## src/rtl/adc_ser_pkg.sv

```systemverilog
// rtl/adc_ser_pkg.sv - shared constants and FSM state type for the ADC serial register receiver
// Purpose: frame geometry, default header word, bit-counter saturation value, FSM states.
// Ports: none (package).
package adc_ser_pkg;
  localparam logic [11:0] HEADER_DEFAULT = 12'h001;
  localparam int FRAME_BITS = 32;
  localparam int HDR_BITS   = 12;
  localparam int ADDR_BITS  = 4;
  localparam int DATA_BITS  = 16;

  // One past a full frame: any count above FRAME_BITS is simply "too long".
  localparam logic [5:0] CNT_SAT = 6'd33;

  typedef enum logic [1:0] {
    IDLE   = 2'd0,
    SHIFT  = 2'd1,
    COMMIT = 2'd2,
    ERROR  = 2'd3
  } state_t;
endpackage

```

## src/rtl/adc_ser_sync_edge.sv

```systemverilog
// rtl/adc_ser_sync_edge.sv - pin synchronizers and SCLK/SCS edge detectors
// Purpose: brings sclk_in, sdata_in and scs_in into the clk domain through
//   SYNC_STAGES flops (SYNC_STAGES >= 2) and derives single-cycle edge pulses.
// Ports:
//   clk        in   system clock
//   sclk_in    in   serial clock pin (asynchronous)
//   sdata_in   in   serial data pin (asynchronous)
//   scs_in     in   chip select pin, active low (asynchronous)
//   sdata_sync out  synchronized data level
//   scs_sync   out  synchronized chip-select level
//   sclk_rise  out  pulse on synced SCLK rising edge
//   scs_fall   out  pulse on synced SCS falling edge (frame start)
//   scs_rise   out  pulse on synced SCS rising edge (frame end)
module adc_ser_sync_edge #(
  parameter int SYNC_STAGES = 2
) (
  input  logic clk,
  input  logic sclk_in,
  input  logic sdata_in,
  input  logic scs_in,
  output logic sdata_sync,
  output logic scs_sync,
  output logic sclk_rise,
  output logic scs_fall,
  output logic scs_rise
);
  logic [SYNC_STAGES-1:0] r_sclk_sync;
  logic [SYNC_STAGES-1:0] r_sdata_sync;
  logic [SYNC_STAGES-1:0] r_scs_sync;
  logic                   r_sclk_prev;
  logic                   r_scs_prev;

  // The chain is deliberately not reset: clearing it while a pin sits low
  // would fabricate an SCS edge when the chain refills, turning a reset in
  // the middle of a frame into a spurious frame start.
  always_ff @(posedge clk) begin
    r_sclk_sync  <= {r_sclk_sync[SYNC_STAGES-2:0], sclk_in};
    r_sdata_sync <= {r_sdata_sync[SYNC_STAGES-2:0], sdata_in};
    r_scs_sync   <= {r_scs_sync[SYNC_STAGES-2:0], scs_in};
    r_sclk_prev  <= r_sclk_sync[SYNC_STAGES-1];
    r_scs_prev   <= r_scs_sync[SYNC_STAGES-1];
  end

  // Data travels the same depth as SCLK, so at sclk_rise sdata_sync is the
  // bit that was on the pin when SCLK rose.
  assign sdata_sync = r_sdata_sync[SYNC_STAGES-1];
  assign scs_sync   = r_scs_sync[SYNC_STAGES-1];
  assign sclk_rise  = r_sclk_sync[SYNC_STAGES-1] & ~r_sclk_prev;
  assign scs_fall   = ~r_scs_sync[SYNC_STAGES-1] & r_scs_prev;
  assign scs_rise   = r_scs_sync[SYNC_STAGES-1] & ~r_scs_prev;
endmodule

```

## src/rtl/adc_serial_reg_receiver.sv

```systemverilog
// rtl/adc_serial_reg_receiver.sv - 3-wire ADC serial write-frame receiver with 16x16 register bank
// Purpose: decodes {HEADER[11:0], addr[3:0], data[15:0]} frames (MSB first,
//   framed by active-low SCS, sampled on SCLK rise) into a register bank.
// Optional: define ADC_SER_STATS_EN to add good_cnt/err_cnt saturating counters.
// Ports:
//   clk        in   system clock
//   Reset_n    in   synchronous active-low reset
//   sclk_in    in   serial clock (<= clk/4)
//   sdata_in   in   serial data
//   scs_in     in   chip select, active low
//   rd_addr    in   readback address
//   rd_data    out  reg[rd_addr], registered, write-first
//   wr_strobe  out  1-cycle pulse on committed frame
//   wr_addr    out  address of last committed write
//   wr_data    out  data of last committed write
//   frame_err  out  1-cycle pulse on aborted/malformed frame
//   busy       out  state not IDLE
//   good_cnt   out  (ADC_SER_STATS_EN) saturating committed-frame count
//   err_cnt    out  (ADC_SER_STATS_EN) saturating frame_err count
module adc_serial_reg_receiver
  import adc_ser_pkg::*;
#(
  parameter logic [11:0] HEADER      = HEADER_DEFAULT,
  parameter int          NUM_REGS    = 16,
  parameter int          SYNC_STAGES = 2
) (
  input  logic                 clk,
  input  logic                 Reset_n,
  input  logic                 sclk_in,
  input  logic                 sdata_in,
  input  logic                 scs_in,
  input  logic [ADDR_BITS-1:0] rd_addr,
  output logic [DATA_BITS-1:0] rd_data,
  output logic                 wr_strobe,
  output logic [ADDR_BITS-1:0] wr_addr,
  output logic [DATA_BITS-1:0] wr_data,
  output logic                 frame_err,
  output logic                 busy
`ifdef ADC_SER_STATS_EN
  ,
  output logic [7:0]           good_cnt,
  output logic [7:0]           err_cnt
`endif
);
  logic w_sdata_sync, w_scs_sync, w_sclk_rise, w_scs_fall, w_scs_rise;

  adc_ser_sync_edge #(.SYNC_STAGES(SYNC_STAGES)) u_sync (
    .clk        (clk),
    .sclk_in    (sclk_in),
    .sdata_in   (sdata_in),
    .scs_in     (scs_in),
    .sdata_sync (w_sdata_sync),
    .scs_sync   (w_scs_sync),
    .sclk_rise  (w_sclk_rise),
    .scs_fall   (w_scs_fall),
    .scs_rise   (w_scs_rise)
  );

  state_t                r_state, w_next;
  logic [FRAME_BITS-1:0] r_shift;
  logic [5:0]            r_cnt;
  logic [DATA_BITS-1:0]  r_regs [NUM_REGS];
  logic                  r_wr_strobe, r_frame_err;
  logic [ADDR_BITS-1:0]  r_wr_addr;
  logic [DATA_BITS-1:0]  r_wr_data, r_rd_data;

  logic                 w_hdr_bad, w_frame_ok, w_shift_en, w_commit, w_err_entry;
  logic [ADDR_BITS-1:0] w_addr;
  logic [DATA_BITS-1:0] w_data;

  // Header is judged once exactly HDR_BITS bits have arrived; SCLK is at
  // most clk/4 so the count sits at 12 for several cycles before bit 13.
  assign w_hdr_bad  = (r_cnt == 6'(HDR_BITS)) && (r_shift[HDR_BITS-1:0] != HEADER);
  // After a full frame the header occupies the top bits again; re-checking
  // it costs nothing and keeps every bit of the shift register meaningful.
  assign w_frame_ok = (r_cnt == 6'(FRAME_BITS)) &&
                      (r_shift[FRAME_BITS-1:FRAME_BITS-HDR_BITS] == HEADER);
  // SCS rising in the same cycle as SCLK wins: that bit is not taken.
  assign w_shift_en = (r_state == SHIFT) && w_sclk_rise && !w_scs_rise && !w_scs_sync;
  assign w_addr     = r_shift[DATA_BITS+ADDR_BITS-1:DATA_BITS];
  assign w_data     = r_shift[DATA_BITS-1:0];

  always_comb begin
    w_next = r_state;
    case (r_state)
      IDLE:    if (w_scs_fall) w_next = SHIFT;
      SHIFT: begin
        if (w_scs_rise)     w_next = w_frame_ok ? COMMIT : ERROR;
        else if (w_hdr_bad) w_next = ERROR;
      end
      // A new frame start seen while committing is taken straight away; the
      // scs_fall pulse would otherwise be lost by the time IDLE looks.
      COMMIT:  w_next = w_scs_fall ? SHIFT : IDLE;
      ERROR:   if (w_scs_sync) w_next = IDLE;
      default: w_next = IDLE;
    endcase
  end

  assign w_commit    = (r_state == SHIFT) && (w_next == COMMIT);
  assign w_err_entry = (r_state != ERROR) && (w_next == ERROR);

  always_ff @(posedge clk) begin
    if (!Reset_n) begin
      r_state     <= IDLE;
      r_shift     <= '0;
      r_cnt       <= '0;
      r_wr_strobe <= 1'b0;
      r_frame_err <= 1'b0;
      r_wr_addr   <= '0;
      r_wr_data   <= '0;
      r_rd_data   <= '0;
      for (int i = 0; i < NUM_REGS; i++) r_regs[i] <= '0;
    end else begin
      r_state     <= w_next;
      r_wr_strobe <= w_commit;
      r_frame_err <= w_err_entry;

      if ((w_next == SHIFT) && (r_state != SHIFT)) begin
        r_cnt <= '0;
      end else if (w_shift_en) begin
        r_shift <= {r_shift[FRAME_BITS-2:0], w_sdata_sync};
        r_cnt   <= (r_cnt == CNT_SAT) ? CNT_SAT : r_cnt + 6'd1;
      end

      if (w_commit) begin
        r_regs[w_addr] <= w_data;
        r_wr_addr      <= w_addr;
        r_wr_data      <= w_data;
      end

      if (w_commit && (w_addr == rd_addr)) r_rd_data <= w_data;
      else                                 r_rd_data <= r_regs[rd_addr];
    end
  end

  assign rd_data   = r_rd_data;
  assign wr_strobe = r_wr_strobe;
  assign wr_addr   = r_wr_addr;
  assign wr_data   = r_wr_data;
  assign frame_err = r_frame_err;
  assign busy      = (r_state != IDLE);

`ifdef ADC_SER_STATS_EN
  logic [7:0] r_good_cnt, r_err_cnt;

  always_ff @(posedge clk) begin
    if (!Reset_n) begin
      r_good_cnt <= '0;
      r_err_cnt  <= '0;
    end else begin
      if (w_commit && (r_good_cnt != 8'hFF))   r_good_cnt <= r_good_cnt + 8'd1;
      if (w_err_entry && (r_err_cnt != 8'hFF)) r_err_cnt  <= r_err_cnt + 8'd1;
    end
  end

  assign good_cnt = r_good_cnt;
  assign err_cnt  = r_err_cnt;
`endif
endmodule

```

## config.mk

```make
export PLATFORM = sky130hd
export DESIGN_NAME = adc_serial_reg_receiver
export DESIGN_NICKNAME = d
export VERILOG_FILES = /design/src/rtl/adc_ser_pkg.sv /design/src/rtl/adc_ser_sync_edge.sv /design/src/rtl/adc_serial_reg_receiver.sv
export SDC_FILE = /design/constraint.sdc
export NUM_CORES = 1
export LEC_CHECK = 0
export ABC_AREA = 1
export BUFFER_PORTS_ARGS = -buffer_cell sky130_fd_sc_hd__buf_4
export CAP_MARGIN = 40
export CORE_UTILIZATION = 40
export CTS_CLUSTER_SIZE = 16
export DETAILED_ROUTE_END_ITERATION = 7
export PLACE_DENSITY = 0.66
export SYNTH_ARGS = -nofsm -noshare
export SYNTH_HDL_FRONTEND = slang
export SYNTH_SLANG_ARGS = --single-unit
```

## constraint.sdc

```tcl
create_clock -name clk -period 2.7 [get_ports clk]
set_input_delay 0.54 -clock clk [delete_from_list [all_inputs] [get_ports clk]]
set_output_delay 0.54 -clock clk [all_outputs]
set_load 0.02 [all_outputs]
```

* Word-level counts from Yosys, hierarchy flattened
Memories as Yosys holds them, arrays and structs flattened. A register that Yosys moved wholly into a read port is not among the register bits.
Index checks and enable logic that the tools add are counted.
** Word-level totals
- Register bits :: 70
- Bits in writable memories :: 256
- Input bits :: 9
- Output and inout bits :: 39
- Logic and storage cells :: 66
- Memories :: 1
** Memories
- r_regs :: words 16, bits a word 16, read ports 1, clocked after Yosys merged registers in 1, wr ports 16, RTL line adc_serial_reg_receiver.sv:62 : logic [DATA_BITS-1:0] r_regs [NUM_REGS];
** Cells by class
- Add/sub/neg operators :: 1
- Eq/ne operators :: 13
- Muxes and demuxes :: 15
- Bitwise gates (word level) :: 8
- Reductions and logical operators :: 16
** Operators by type and width (count)
- 2-to-1 mux 16 bit :: 1
- OR reduction 16 bit :: 1
- == test 12 x 1 -> 1 bit, second input constant :: 1
- == test 6 bit, second input constant :: 2
- inequality test 12 x 1 -> 1 bit, second input constant :: 1
- == test 2 bit, second input constant :: 4
- logical AND 1 bit :: 8
- 2-to-1 mux 2 bit :: 4
- case mux 2 bit (4 select lines) :: 1
- 2-to-1 mux 1 bit :: 7
- adder 6 x 1 -> 6 bit, second input constant :: 1
- == test 6 x 4 -> 1 bit, second input constant :: 1
- 2-to-1 mux 6 bit :: 1
- NOT 1 bit :: 5
- == test 2 x 1 -> 1 bit, second input constant :: 2
- 2-to-1 mux 4 bit :: 1
- bitwise AND 1 bit :: 3
- zero test 1 bit :: 3
- zero test 2 bit :: 1
- inequality test 2 x 1 -> 1 bit, second input constant :: 1
- inequality test 2 bit, second input constant :: 1
- AND reduction 2 bit :: 1
- nonzero test 2 bit :: 1
- OR reduction 2 bit :: 1

* Logic depth before layout (Yosys ltp)
Gate-level depths: netlist (run 1).
- Word-level depth :: 12
- Depth in mapped cells :: 14
- Gate-level depth less buffers :: 12

* By module
A second synthesis (run 1) with hierarchy kept.
** Unflattened totals
- Cell total of the unflattened synthesis :: 1540
- Area, all modules :: 15064.4 um2
** Modules (own cells, without submodules)
- adc_serial_reg_receiver :: instances 1, cells each 1526, area an instance 14881.8 um2, seq. area each 9248.9 um2
- adc_ser_sync_edge :: instances 1, cells each 14, area an instance 182.7 um2, seq. area each 160.2 um2

* Worst setup path after synthesis (run 1)
OpenSTA, ideal clock, no wires.
- Path kind :: register -> register
- Start point :: register r_cnt[0]
- End point :: memory r_regs[3][0] (enable)
- Setup time :: 372 ps
- Arrival :: 1963 ps
- Required time :: 2328 ps
- Slack :: 366 ps
- Cell stages (with the launch flop) :: 13
- Path buffers :: 2
- Clock period less this slack :: 2334 ps
- Cells stage by stage :: dfxtp_1 inv_1 ha_1 nand3_1 nor3_1 nand2_1 nand2_1 nand2_1 nor2_4 buf_12 nand4_4 buf_6 nand2_1
** RTL lines
- from (decl) :: RTL line adc_serial_reg_receiver.sv:61 : logic [5:0] r_cnt;
- from (signal assigned) :: RTL line adc_serial_reg_receiver.sv:122 : r_cnt <= (r_cnt == CNT_SAT) ? CNT_SAT : r_cnt + 6'd1;
- to (decl) :: RTL line adc_serial_reg_receiver.sv:62

==> impl_metrics.env, run 1 <==
export IMPL_synth_area_top_cells="edfxtp_1 51%, nor2_1 11%, dfxtp_1 11%"
export IMPL_startpoint_type="flip-flop"
export IMPL_die_x_um=196.3
export IMPL_slew_violations=0
export IMPL_cts_sinks=342
export IMPL_ys_flop_type="edfxtp_1"
export IMPL_ctsLongestPathBuffers=3
export IMPL_grt_pass1_wl_um=62840
export IMPL_port_buffers=47
export IMPL_status="completed"
export IMPL_antennaDiodeCount=0
export IMPL_rows=70
export IMPL_cp_max_fo=26
export IMPL_internal_power_w=0.008984
export IMPL_holdCritPathClass="in2reg"
export IMPL_drt_total_wl_um=41020
export IMPL_powerDensity_nw_per_um2=674.3
export IMPL_die_area_um2=38530
export IMPL_grt_start_max_net_pins=61
export IMPL_path_clk_slew_ns=0.06
export IMPL_syn_area_um2=15100
export IMPL_syn_avg_cell_area_um2=10.01
export IMPL_yosysUniqueCellTypes=32
export IMPL_pre_cts_ws_ns=0.4075
export IMPL_via_per_inst=5.364
export IMPL_critPathSlowestCell="dfxtp_1"
export IMPL_tns_ns=0
export IMPL_cts_inserted_buffers=36
export IMPL_hold_viol_final=0
export IMPL_synth_top_area_share_pct=50.91
export IMPL_antenna_left=0
export IMPL_async_flop_share_pct=0
export IMPL_syn_num_nets=1520
export IMPL_rsz0062_at_grt="no"
export IMPL_relSlewSlack_pct=54.60
export IMPL_syn_to_final_growth_pct=14.61
export IMPL_yosysTopAreaCell="edfxtp_1"
export IMPL_fmax_mhz=430.5
export IMPL_grt_pass1_vias=10653
export IMPL_cts_resized=0
export IMPL_worstSetupPathType="reg2reg"
export IMPL_insertion_delay_ns=0.53
export IMPL_antenna_found_initial=1
export IMPL_pwr_share_comb_pct=7.0
export IMPL_vias=11210
export IMPL_cp_arrival_ns=2.56
export IMPL_period_needed_ns=2.323
export IMPL_crit_top_cell="nand2_1"
export IMPL_io_pins=48
export IMPL_dieHeight_um=196.3
export IMPL_setup_slack_ns=0.3772
export IMPL_sequentialPowerShare_pct=50.3
export IMPL_peakVddDrop_mv=0.4249
export IMPL_routabilityCongestion=0.8765
export IMPL_worst_ep_required_time_ns=2.94
export IMPL_drt_wirelength_per_cell_um=19.63
export IMPL_holdWs_ns=0.1173
export IMPL_synth_edf_count=256
export IMPL_yosysWarnings=0
export IMPL_root_buffer="clkbuf_16"
export IMPL_cts_hold_fix_buffers=0
export IMPL_p_leak_nw=6.334
export IMPL_ys_seq_area_share_pct=62.31
export IMPL_path_cells="inv_1 -> ha_1 -> nand3_1 -> nor3_1 -> nand2_1 -> nand2_1 -> nand2_1 -> nor2_4 -> buf_12 -> nand4_4 -> nand2_1 -> buf_12"
export IMPL_drt_iter0_markers=1351
export IMPL_power_w=0.01167
export IMPL_cts_setup_buffers=0
export IMPL_skew_ns=0.01418
export IMPL_initial_core_util_pct=40.95
export IMPL_nets=1570
export IMPL_period_share_pct=86.03
export IMPL_hpwl_um=26110
export IMPL_setup_viol=0
export IMPL_drtPass1Iterations=5
export IMPL_switchingPower_w=0.002686
export IMPL_drv_cap=0
export IMPL_drc=0
export IMPL_coreArea_um2=36870
export IMPL_grt_usage_pct=21.37
export IMPL_synthCells=1508
export IMPL_tightest_slew_ns=0.6739
export IMPL_slowest_delay_ns=0.33
export IMPL_sw_frac_of_total_pct=23.02
export IMPL_ys_seq_elements=342
export IMPL_final_util_pct=46.94
export IMPL_final_layout_size_suffix_gt1_share_pct=16.33
export IMPL_overflow=0
export IMPL_h_tree_depth=2
export IMPL_clkPwrFrac_pct=42.7
export IMPL_endpoint_kind="flip-flop"
export IMPL_tritoncts="yes"
cells by family (layout without fill, tap and decap cells):
family	after synthesis	after routing	share of synthesized area, %
compound gates	295	295	10.71
flops	342	342	62.31
xor+xnor	7	7	0.4060
buf+inv	175	253	5.899
fa+ha+maj	3	3	0.2486
simple gates	686	686	20.43
registers in the layout (all words and copies together) (netlist names):
name,flops
rd_data,16
r_regs,256
frame_err,1
wr_data,16
wr_addr,4
u_sync.r_scs_sync,2
u_sync.r_scs_prev,1
wr_strobe,1
r_cnt,6
u_sync.r_sdata_sync,2
u_sync.r_sclk_prev,1
r_state,2
u_sync.r_sclk_sync,2
r_shift,32
routing by layer:
metal  global-route usage [%]  vias to the layer above  part of all wire, %
met3                    2.854                       80                  7.9
met1                    29.49                     5434                   42
li1                         -                     5224                    -
met4                    6.019                        2                  2.5
met5                        0                        -                0.032
met2                    35.19                      470                   48
metrics by stage:
stage	cells	cell area, µm²
2_1_floorplan	1508	15100
3_3_place_gp	2024	16130
3_5_place_dp	2024	16130
4_1_cts	2090	17310
5_1_grt	2090	17310
6_report	2090	17310
power by group through the flow:
stage	clock network, W	logic [W]	registers [W]
after CTS	0.00503	0.000813	0.00587
final	0.00498	0.000819	0.00587
after global placement	0	0.000802	0.00597
after floorplan	0	0.000465	0.00599
after global routing	0.00522	0.000887	0.00588
after detailed placement	0	0.000809	0.00598
final cells by class:
class                           instances  area (µm²)
Fill cell                            3393       19570
Multi-Input combinational cell        991        4807
Sequential cell                       342        9409
Tap cell                              504       630.6
Clock inverter                         21       215.2
Clock buffer                           45       965.9
Inverter                               57       215.2
Timing Repair Buffer                  130        1064
worst paths after layout:
kind                            cells after the start                      to  slack [ns]            startpoint
worst max-delay path                               12           r_regs[12][8]        0.38              r_cnt[1]
worst min-delay path                                1  u_sync.r_sdata_sync[0]        0.12              sdata_in
worst max register to register                     12           r_regs[12][8]        0.38              r_cnt[1]
worst min register to register                      0    u_sync.r_scs_sync[1]        0.33  u_sync.r_scs_sync[0]
critical path, delay by kind of cell (launching register included):
| family | cells | cell delay, ns |
|---|---|---|
| and+or+nand+nor | 8 | 0.97 |
| buffers and inverters | 3 | 0.53 |
| adders and majority gates | 1 | 0.17 |
| DFF | 1 | 0.33 |
synthesized netlist by cell type, types with 2 or more instances:
cell type	number
dfxtp_1	86
o21ai_1	4
nand2_1	114
buf_2	22
inv_2	12
buf_4	3
inv_1	41
o211ai_1	49
nand4_4	16
xor2_1	7
ha_1	3
a21oi_1	36
nor2_4	2
buf_12	3
o21ai_0	192
nand4_1	10
buf_6	18
nand3_1	31
clkbuf_1	66
edfxtp_1	256
buf_1	5
nand2_2	2
clkinv_1	4
nor3_1	7
o22ai_1	14
nor2_1	460
nor2_2	40
layout by cell type (no fill, tap or decap), types with 2 or more instances in the layout:
master      instances
o21ai_0           192
nand2_1           114
inv_1              41
o22ai_1            14
buf_4             123
clkinvlp_4          2
nor2_1            460
ha_1                3
inv_6               3
edfxtp_1          256
clkbuf_16          37
xor2_1              7
nand3_1            31
o21ai_1             4
nand2_2             2
clkinv_2            8
nor2_4              2
a21oi_1            36
nand4_1            10
buf_12              7
dfxtp_1            86
nand4_4            16
nor2_2             40
inv_2              11
clkbuf_1            7
clkinv_1            9
nor3_1              7
bufinv_16           4
o211ai_1           49
Power figures use the tool's default switching activity.
==> run 2: changes to the inputs <==
--- a/config.mk
+++ b/config.mk
@@ -9,6 +9,7 @@
 export BUFFER_PORTS_ARGS = -buffer_cell sky130_fd_sc_hd__buf_4
 export CAP_MARGIN = 40
 export CORE_UTILIZATION = 40
+export CTS_BUF_LIST = sky130_fd_sc_hd__clkbuf_16
 export CTS_CLUSTER_SIZE = 16
 export DETAILED_ROUTE_END_ITERATION = 7
 export PLACE_DENSITY = 0.66
==> run 2 against run 1 <==
Against the previous run: cell area about the same; first-iteration DRC count is 6.1% lower; hold slack lost 0.0025 ns; non-clock buffer count unchanged; via count fell by 0.42%; critical path depth unchanged; largest cell class unchanged; die area stayed put.
==> impl_metrics.env, run 2 (synthesis gave the netlist of run 1 again) <==
export IMPL_reg2reg_slack_ns=0.38
export IMPL_h_tree_depth=2
export IMPL_dieHeight_um=196.3
export IMPL_insertion_delay_ns=0.53
export IMPL_overflow=0
export IMPL_drv_cap=0
export IMPL_root_buffer="clkbuf_16"
export IMPL_cts_resized=0
export IMPL_grtUsageMet1_pct=29.41
export IMPL_nets=1570
export IMPL_antennaDiodeCount=0
export IMPL_crit_top_cell="nand2_1"
export IMPL_startpoint="r_cnt[1]"
export IMPL_fillers=3394
export IMPL_largest_reg_flops=256
export IMPL_period_needed_ns=2.320
export IMPL_regArea_um2=9409
export IMPL_relSlewSlack_pct=54.13
export IMPL_mostFrequentLayoutCell="nor2_1"
export IMPL_grt_pass1_vias=10655
export IMPL_drtPass1Iterations=5
export IMPL_tritoncts="yes"
export IMPL_worstSetupPathType="reg2reg"
export IMPL_routabilityCongestion=0.8765
export IMPL_die_x_um=196.3
export IMPL_io_pins=48
export IMPL_path_cells="inv_1 -> ha_1 -> nand3_1 -> nor3_1 -> nand2_1 -> nand2_1 -> nand2_1 -> nor2_4 -> buf_12 -> nand4_4 -> nand2_1 -> buf_12"
export IMPL_antenna_found_initial=1
export IMPL_holdWs_ns=0.1148
export IMPL_rows=70
export IMPL_cts_inserted_buffers=36
export IMPL_peakVddDrop_mv=0.4249
export IMPL_slew_violations=0
export IMPL_biggestRegsByFlops="r_regs x256, r_shift x32"
export IMPL_final_layout_size_suffix_gt1_share_pct=16.27
export IMPL_antenna_left=0
export IMPL_gr_usage_met2_pct=35.01
export IMPL_ctsLongestPathBuffers=3
export IMPL_setup_slack_ns=0.3805
export IMPL_cp_max_fo=26
export IMPL_skew_ns=0.01608
export IMPL_status="completed"
export IMPL_regToRegEndpoint="r_regs[12][8]"
export IMPL_fmax_mhz=431.1
export IMPL_dp_cells=2024
export IMPL_cp_arrival_ns=2.56
export IMPL_drt_total_wl_um=40940
export IMPL_cts_sinks=342
export IMPL_drt_wirelength_per_cell_um=19.59
export IMPL_slowest_delay_ns=0.33
export IMPL_largest_register="r_regs"
export IMPL_crit_path_end="r_regs[12][8]"
export IMPL_cts_setup_buffers=0
export IMPL_setup_viol=0
export IMPL_stdcell_area_um2=17300
export IMPL_grt_busiest_layer="met2"
export IMPL_multi_input_area_um2=4807
export IMPL_grt_start_max_net_pins=61
export IMPL_cts_hold_fix_buffers=0
export IMPL_worst_ep_required_time_ns=2.94
export IMPL_p_leak_nw=6.357
export IMPL_pre_cts_ws_ns=0.4075
export IMPL_startpoint_type="flip-flop"
export IMPL_drt_iter0_markers=1268
export IMPL_holdCritPathClass="in2reg"
export IMPL_syn_to_final_growth_pct=14.54
export IMPL_powerDensity_nw_per_um2=671.5
export IMPL_place_area_um2=16130
export IMPL_final_cell_mix="460 x nor2_1, 256 x edfxtp_1, 192 x o21ai_0, 123 x buf_4, 114 x nand2_1"
export IMPL_use_met3_pct=2.871
export IMPL_drc=0
export IMPL_fin_cells=2090
export IMPL_reg2reg_depth=12
export IMPL_hpwl_um=26110
export IMPL_rsz0062_at_grt="no"
export IMPL_tns_ns=0
export IMPL_initial_core_util_pct=40.95
export IMPL_via_per_inst=5.341
export IMPL_reg2reg_from="r_cnt[1]"
export IMPL_coreArea_um2=36870
export IMPL_tightest_slew_ns=0.6809
export IMPL_port_buffers=47
export IMPL_die_area_um2=38530
export IMPL_hold_viol_final=0
export IMPL_path_clk_slew_ns=0.06
export IMPL_vias=11163
export IMPL_critPathSlowestCell="dfxtp_1"
export IMPL_endpoint_kind="flip-flop"
export IMPL_period_share_pct=85.91
export IMPL_grt_pass1_wl_um=62780
export IMPL_grt_usage_pct=21.35
## run 2: cell count changes in the layout (fill, tap and decap cells not counted)
cell / before / now
clkbuf_8: 1 / 0
clkbuf_1: 7 / 0
inv_1: 41 / 48
clkinv_1: 9 / 10
## run 2: where the power goes
part	leakage [nW]	switching (W)	internal (W)	total, W
clock	0.600	0.00205	0.00288	0.00493
sequential	3.34	0.0000641	0.00580	0.00587
combinational	2.41	0.000575	0.000244	0.000819
total	6.36	0.00269	0.00893	0.0116
## run 2: routing by layer
layer,up-vias,share of wire (%),routed length [µm]
li1,5223,-,-
met1,5404,41,16950
met2,454,48,19660
met3,80,7.8,3202
met4,2,2.7,1104
met5,-,0.032,13
## run 2: worst max-delay path: cells and delay by family, from the launching register on
family / cells / cell delay, ns
simple gates: 8 / 0.96
buf+inv: 3 / 0.52
fa+ha+maj: 1 / 0.17
flops: 1 / 0.33
## run 2: worst min path at each step
| stage | startpoint | end | slack (ns) | cells after the start |
|---|---|---|---|---|
| after floorplan | u_sync.r_sclk_sync[0] | u_sync.r_sclk_sync[1] | 0.31 | 0 |
| after global placement | u_sync.r_scs_sync[0] | u_sync.r_scs_sync[1] | 0.31 | 0 |
| after detailed placement | u_sync.r_sdata_sync[0] | u_sync.r_sdata_sync[1] | 0.31 | 0 |
| after CTS | sdata_in | u_sync.r_sdata_sync[0] | 0.11 | 1 |
| after global routing | sdata_in | u_sync.r_sdata_sync[0] | 0.11 | 1 |
| final | sdata_in | u_sync.r_sdata_sync[0] | 0.11 | 1 |
## run 2: metrics by stage
| step | power [W] | util, % |
|---|---|---|
| finish | 0.01161 | 46.91 |
| global route | 0.01193 | 46.91 |
| detailed placement | 0.006788 | 43.73 |
| CTS | 0.01165 | 46.91 |
| global placement | 0.006776 | 43.73 |
| floorplan | 0.006451 | - |
## run 2: layout make-up
cell class                 count  share of cell area [%]
clock buffer                  37                   5.353
timing repair buffer         130                   6.149
clock inverter                29                   1.418
inverter                      57                   1.244
multi-input combinational    991                   27.79
sequential                   342                   54.40
tap                          504                   3.646
==> run 3: changes to the inputs <==
--- a/config.mk
+++ b/config.mk
@@ -6,13 +6,15 @@
 export NUM_CORES = 1
 export LEC_CHECK = 0
 export ABC_AREA = 1
+export ABC_CLOCK_PERIOD_IN_PS = 2700
 export BUFFER_PORTS_ARGS = -buffer_cell sky130_fd_sc_hd__buf_4
 export CAP_MARGIN = 40
-export CORE_UTILIZATION = 40
+export CORE_UTILIZATION = 60
 export CTS_BUF_LIST = sky130_fd_sc_hd__clkbuf_16
 export CTS_CLUSTER_SIZE = 16
 export DETAILED_ROUTE_END_ITERATION = 7
-export PLACE_DENSITY = 0.66
+export PLACE_DENSITY = 0.88
+export RECOVER_POWER = 25
 export SYNTH_ARGS = -nofsm -noshare
 export SYNTH_HDL_FRONTEND = slang
 export SYNTH_SLANG_ARGS = --single-unit
==> run 3 against run 2 <==
Against the previous run: global-route usage rose by 8.6 points; clock-buffer cell count fell by 3; sequential power barely moved; cell area fell by 3.7%; critical endpoint is now r_regs[2][0]; largest cell class unchanged; largest power group unchanged; highest routed layer is now met4.
==> impl_metrics.env, run 3 (synthesis gave the netlist of run 1 again) <==
export IMPL_tightest_slew_ns=0.9172
export IMPL_nets=1564
export IMPL_drt_total_wl_um=38490
export IMPL_grt_pass1_wl_um=59110
export IMPL_path_clk_slew_ns=0.06
export IMPL_grt_start_max_net_pins=107
export IMPL_crit_path_end="r_regs[2][0]"
export IMPL_status="completed"
export IMPL_powerDensity_nw_per_um2=660.7
export IMPL_endpoint_kind="flip-flop"
export IMPL_die_area_um2=25810
export IMPL_ctsLongestPathBuffers=3
export IMPL_drv_cap=0
export IMPL_cts_hold_fix_buffers=0
export IMPL_p_leak_nw=6.084
export IMPL_regArea_um2=9409
export IMPL_antenna_found_initial=0
export IMPL_fillers=1698
export IMPL_regToRegEndpoint="r_regs[2][0]"
export IMPL_grt_pass1_vias=11289
export IMPL_reg2reg_slack_ns=0.19
export IMPL_via_per_inst=6.029
export IMPL_cp_arrival_ns=2.71
export IMPL_mostFrequentLayoutCell="nor2_1"
export IMPL_antennaDiodeCount=0
export IMPL_fmax_mhz=399.1
export IMPL_reg2reg_depth=12
export IMPL_final_cell_mix="461 x nor2_1, 256 x edfxtp_1, 193 x o21ai_0, 116 x nand2_1, 86 x dfxtp_1"
export IMPL_routabilityCongestion=0.9432
export IMPL_insertion_delay_ns=0.53
export IMPL_setup_slack_ns=0.1943
export IMPL_relSlewSlack_pct=38.79
export IMPL_syn_to_final_growth_pct=10.33
export IMPL_grtUsageMet1_pct=35.91
export IMPL_cts_inserted_buffers=34
export IMPL_grt_usage_pct=29.92
export IMPL_slew_violations=0
export IMPL_antenna_left=0
export IMPL_h_tree_depth=2
export IMPL_final_layout_size_suffix_gt1_share_pct=12.67
export IMPL_startpoint="r_cnt[0]"
export IMPL_use_met3_pct=3.667
export IMPL_dieHeight_um=160.6
export IMPL_cp_max_fo=26
export IMPL_cts_setup_buffers=0
export IMPL_rows=57
export IMPL_worstSetupPathType="reg2reg"
export IMPL_coreArea_um2=24530
export IMPL_io_pins=48
export IMPL_die_x_um=160.6
export IMPL_drt_iter0_markers=1440
export IMPL_biggestRegsByFlops="r_regs x256, r_shift x32"
export IMPL_reg2reg_from="r_cnt[0]"
export IMPL_gr_usage_met2_pct=52.48
export IMPL_startpoint_type="flip-flop"
export IMPL_pre_cts_ws_ns=0.3668
export IMPL_stdcell_area_um2=16660
export IMPL_place_area_um2=15900
export IMPL_worst_ep_required_time_ns=2.90
export IMPL_rsz0062_at_grt="no"
export IMPL_period_share_pct=92.80
export IMPL_power_w=0.01101
export IMPL_initial_core_util_pct=61.55
export IMPL_cts_resized=0
export IMPL_port_buffers=47
export IMPL_drtPass1Iterations=7
export IMPL_multi_input_area_um2=4725
export IMPL_cts_sinks=342
export IMPL_final_util_pct=67.91
export IMPL_hpwl_um=24000
export IMPL_root_buffer="clkbuf_16"
export IMPL_largest_reg_flops=256
export IMPL_overflow=0
export IMPL_vias=11467
export IMPL_tritoncts="yes"
export IMPL_holdCritPathClass="in2reg"
export IMPL_grt_busiest_layer="met2"
export IMPL_drc=0
export IMPL_largest_register="r_regs"
export IMPL_setup_viol=0
export IMPL_peakVddDrop_mv=0.5764
export IMPL_period_needed_ns=2.506
export IMPL_tns_ns=0
export IMPL_hold_viol_final=0
export IMPL_skew_ns=0.02465
export IMPL_drt_wirelength_per_cell_um=20.24
## run 3: changes by cell type in the layout (fill, tap and decap cells not counted), moves of 5 or more
cell,change
buf_4,-55
clkbuf_1,+39
clkbuf_2,+7
nand4_1,+5
nand4_4,-5
## run 3: power breakdown
part / internal [W] / switching [W]
registers: 0.00580 / 0.0000639
logic: 0.000224 / 0.000562
clock network: 0.00240 / 0.00195
## run 3: final cells by class
type                    instances  area share (%)
multi-input cells             991           28.36
clock buffers                  34           5.107
repair buffers                126           5.369
clock inverters                28          0.9688
inverters                      57           1.292
well taps                     324           2.433
flip-flops and latches        342           56.47
## run 3: layer usage
layer | up-vias | share of wire, %
met5 | - | 0
met4 | 0 | 4.8
met3 | 153 | 9.4
li1 | 5210 | -
met2 | 740 | 51
met1 | 5364 | 35
## run 3: through the flow
step                      std cells  hold slack (ns)
after floorplan                1508           0.3096
after global placement         1840           0.3114
after detailed placement       1840           0.3121
after CTS                      1902           0.1065
after global routing           1902           0.1298
final                          1902           0.1348
## run 3: critical path, stage by stage (launching register included)
cell and delay (ns):
dfxtp_1 0.35, inv_1 0.11, ha_1 0.18, nand3_1 0.09, nor3_1 0.21, nand2_1 0.09
nand2_1 0.06, nand2_1 0.10, nor2_4 0.14, buf_4 0.38, nand4_4 0.13, nand2_1 0.10
buf_4 0.24
## run 3: how the worst min path moves through the flow
stage,start,to,slack [ns],cells past startpoint
floorplan,u_sync.r_sclk_sync[0],u_sync.r_sclk_sync[1],0.31,0
global placement,u_sync.r_scs_sync[0],u_sync.r_scs_sync[1],0.31,0
detailed placement,u_sync.r_sclk_sync[0],u_sync.r_sclk_sync[1],0.31,0
CTS,scs_in,u_sync.r_scs_sync[0],0.11,1
global route,scs_in,u_sync.r_scs_sync[0],0.13,1
finish,scs_in,u_sync.r_scs_sync[0],0.13,1
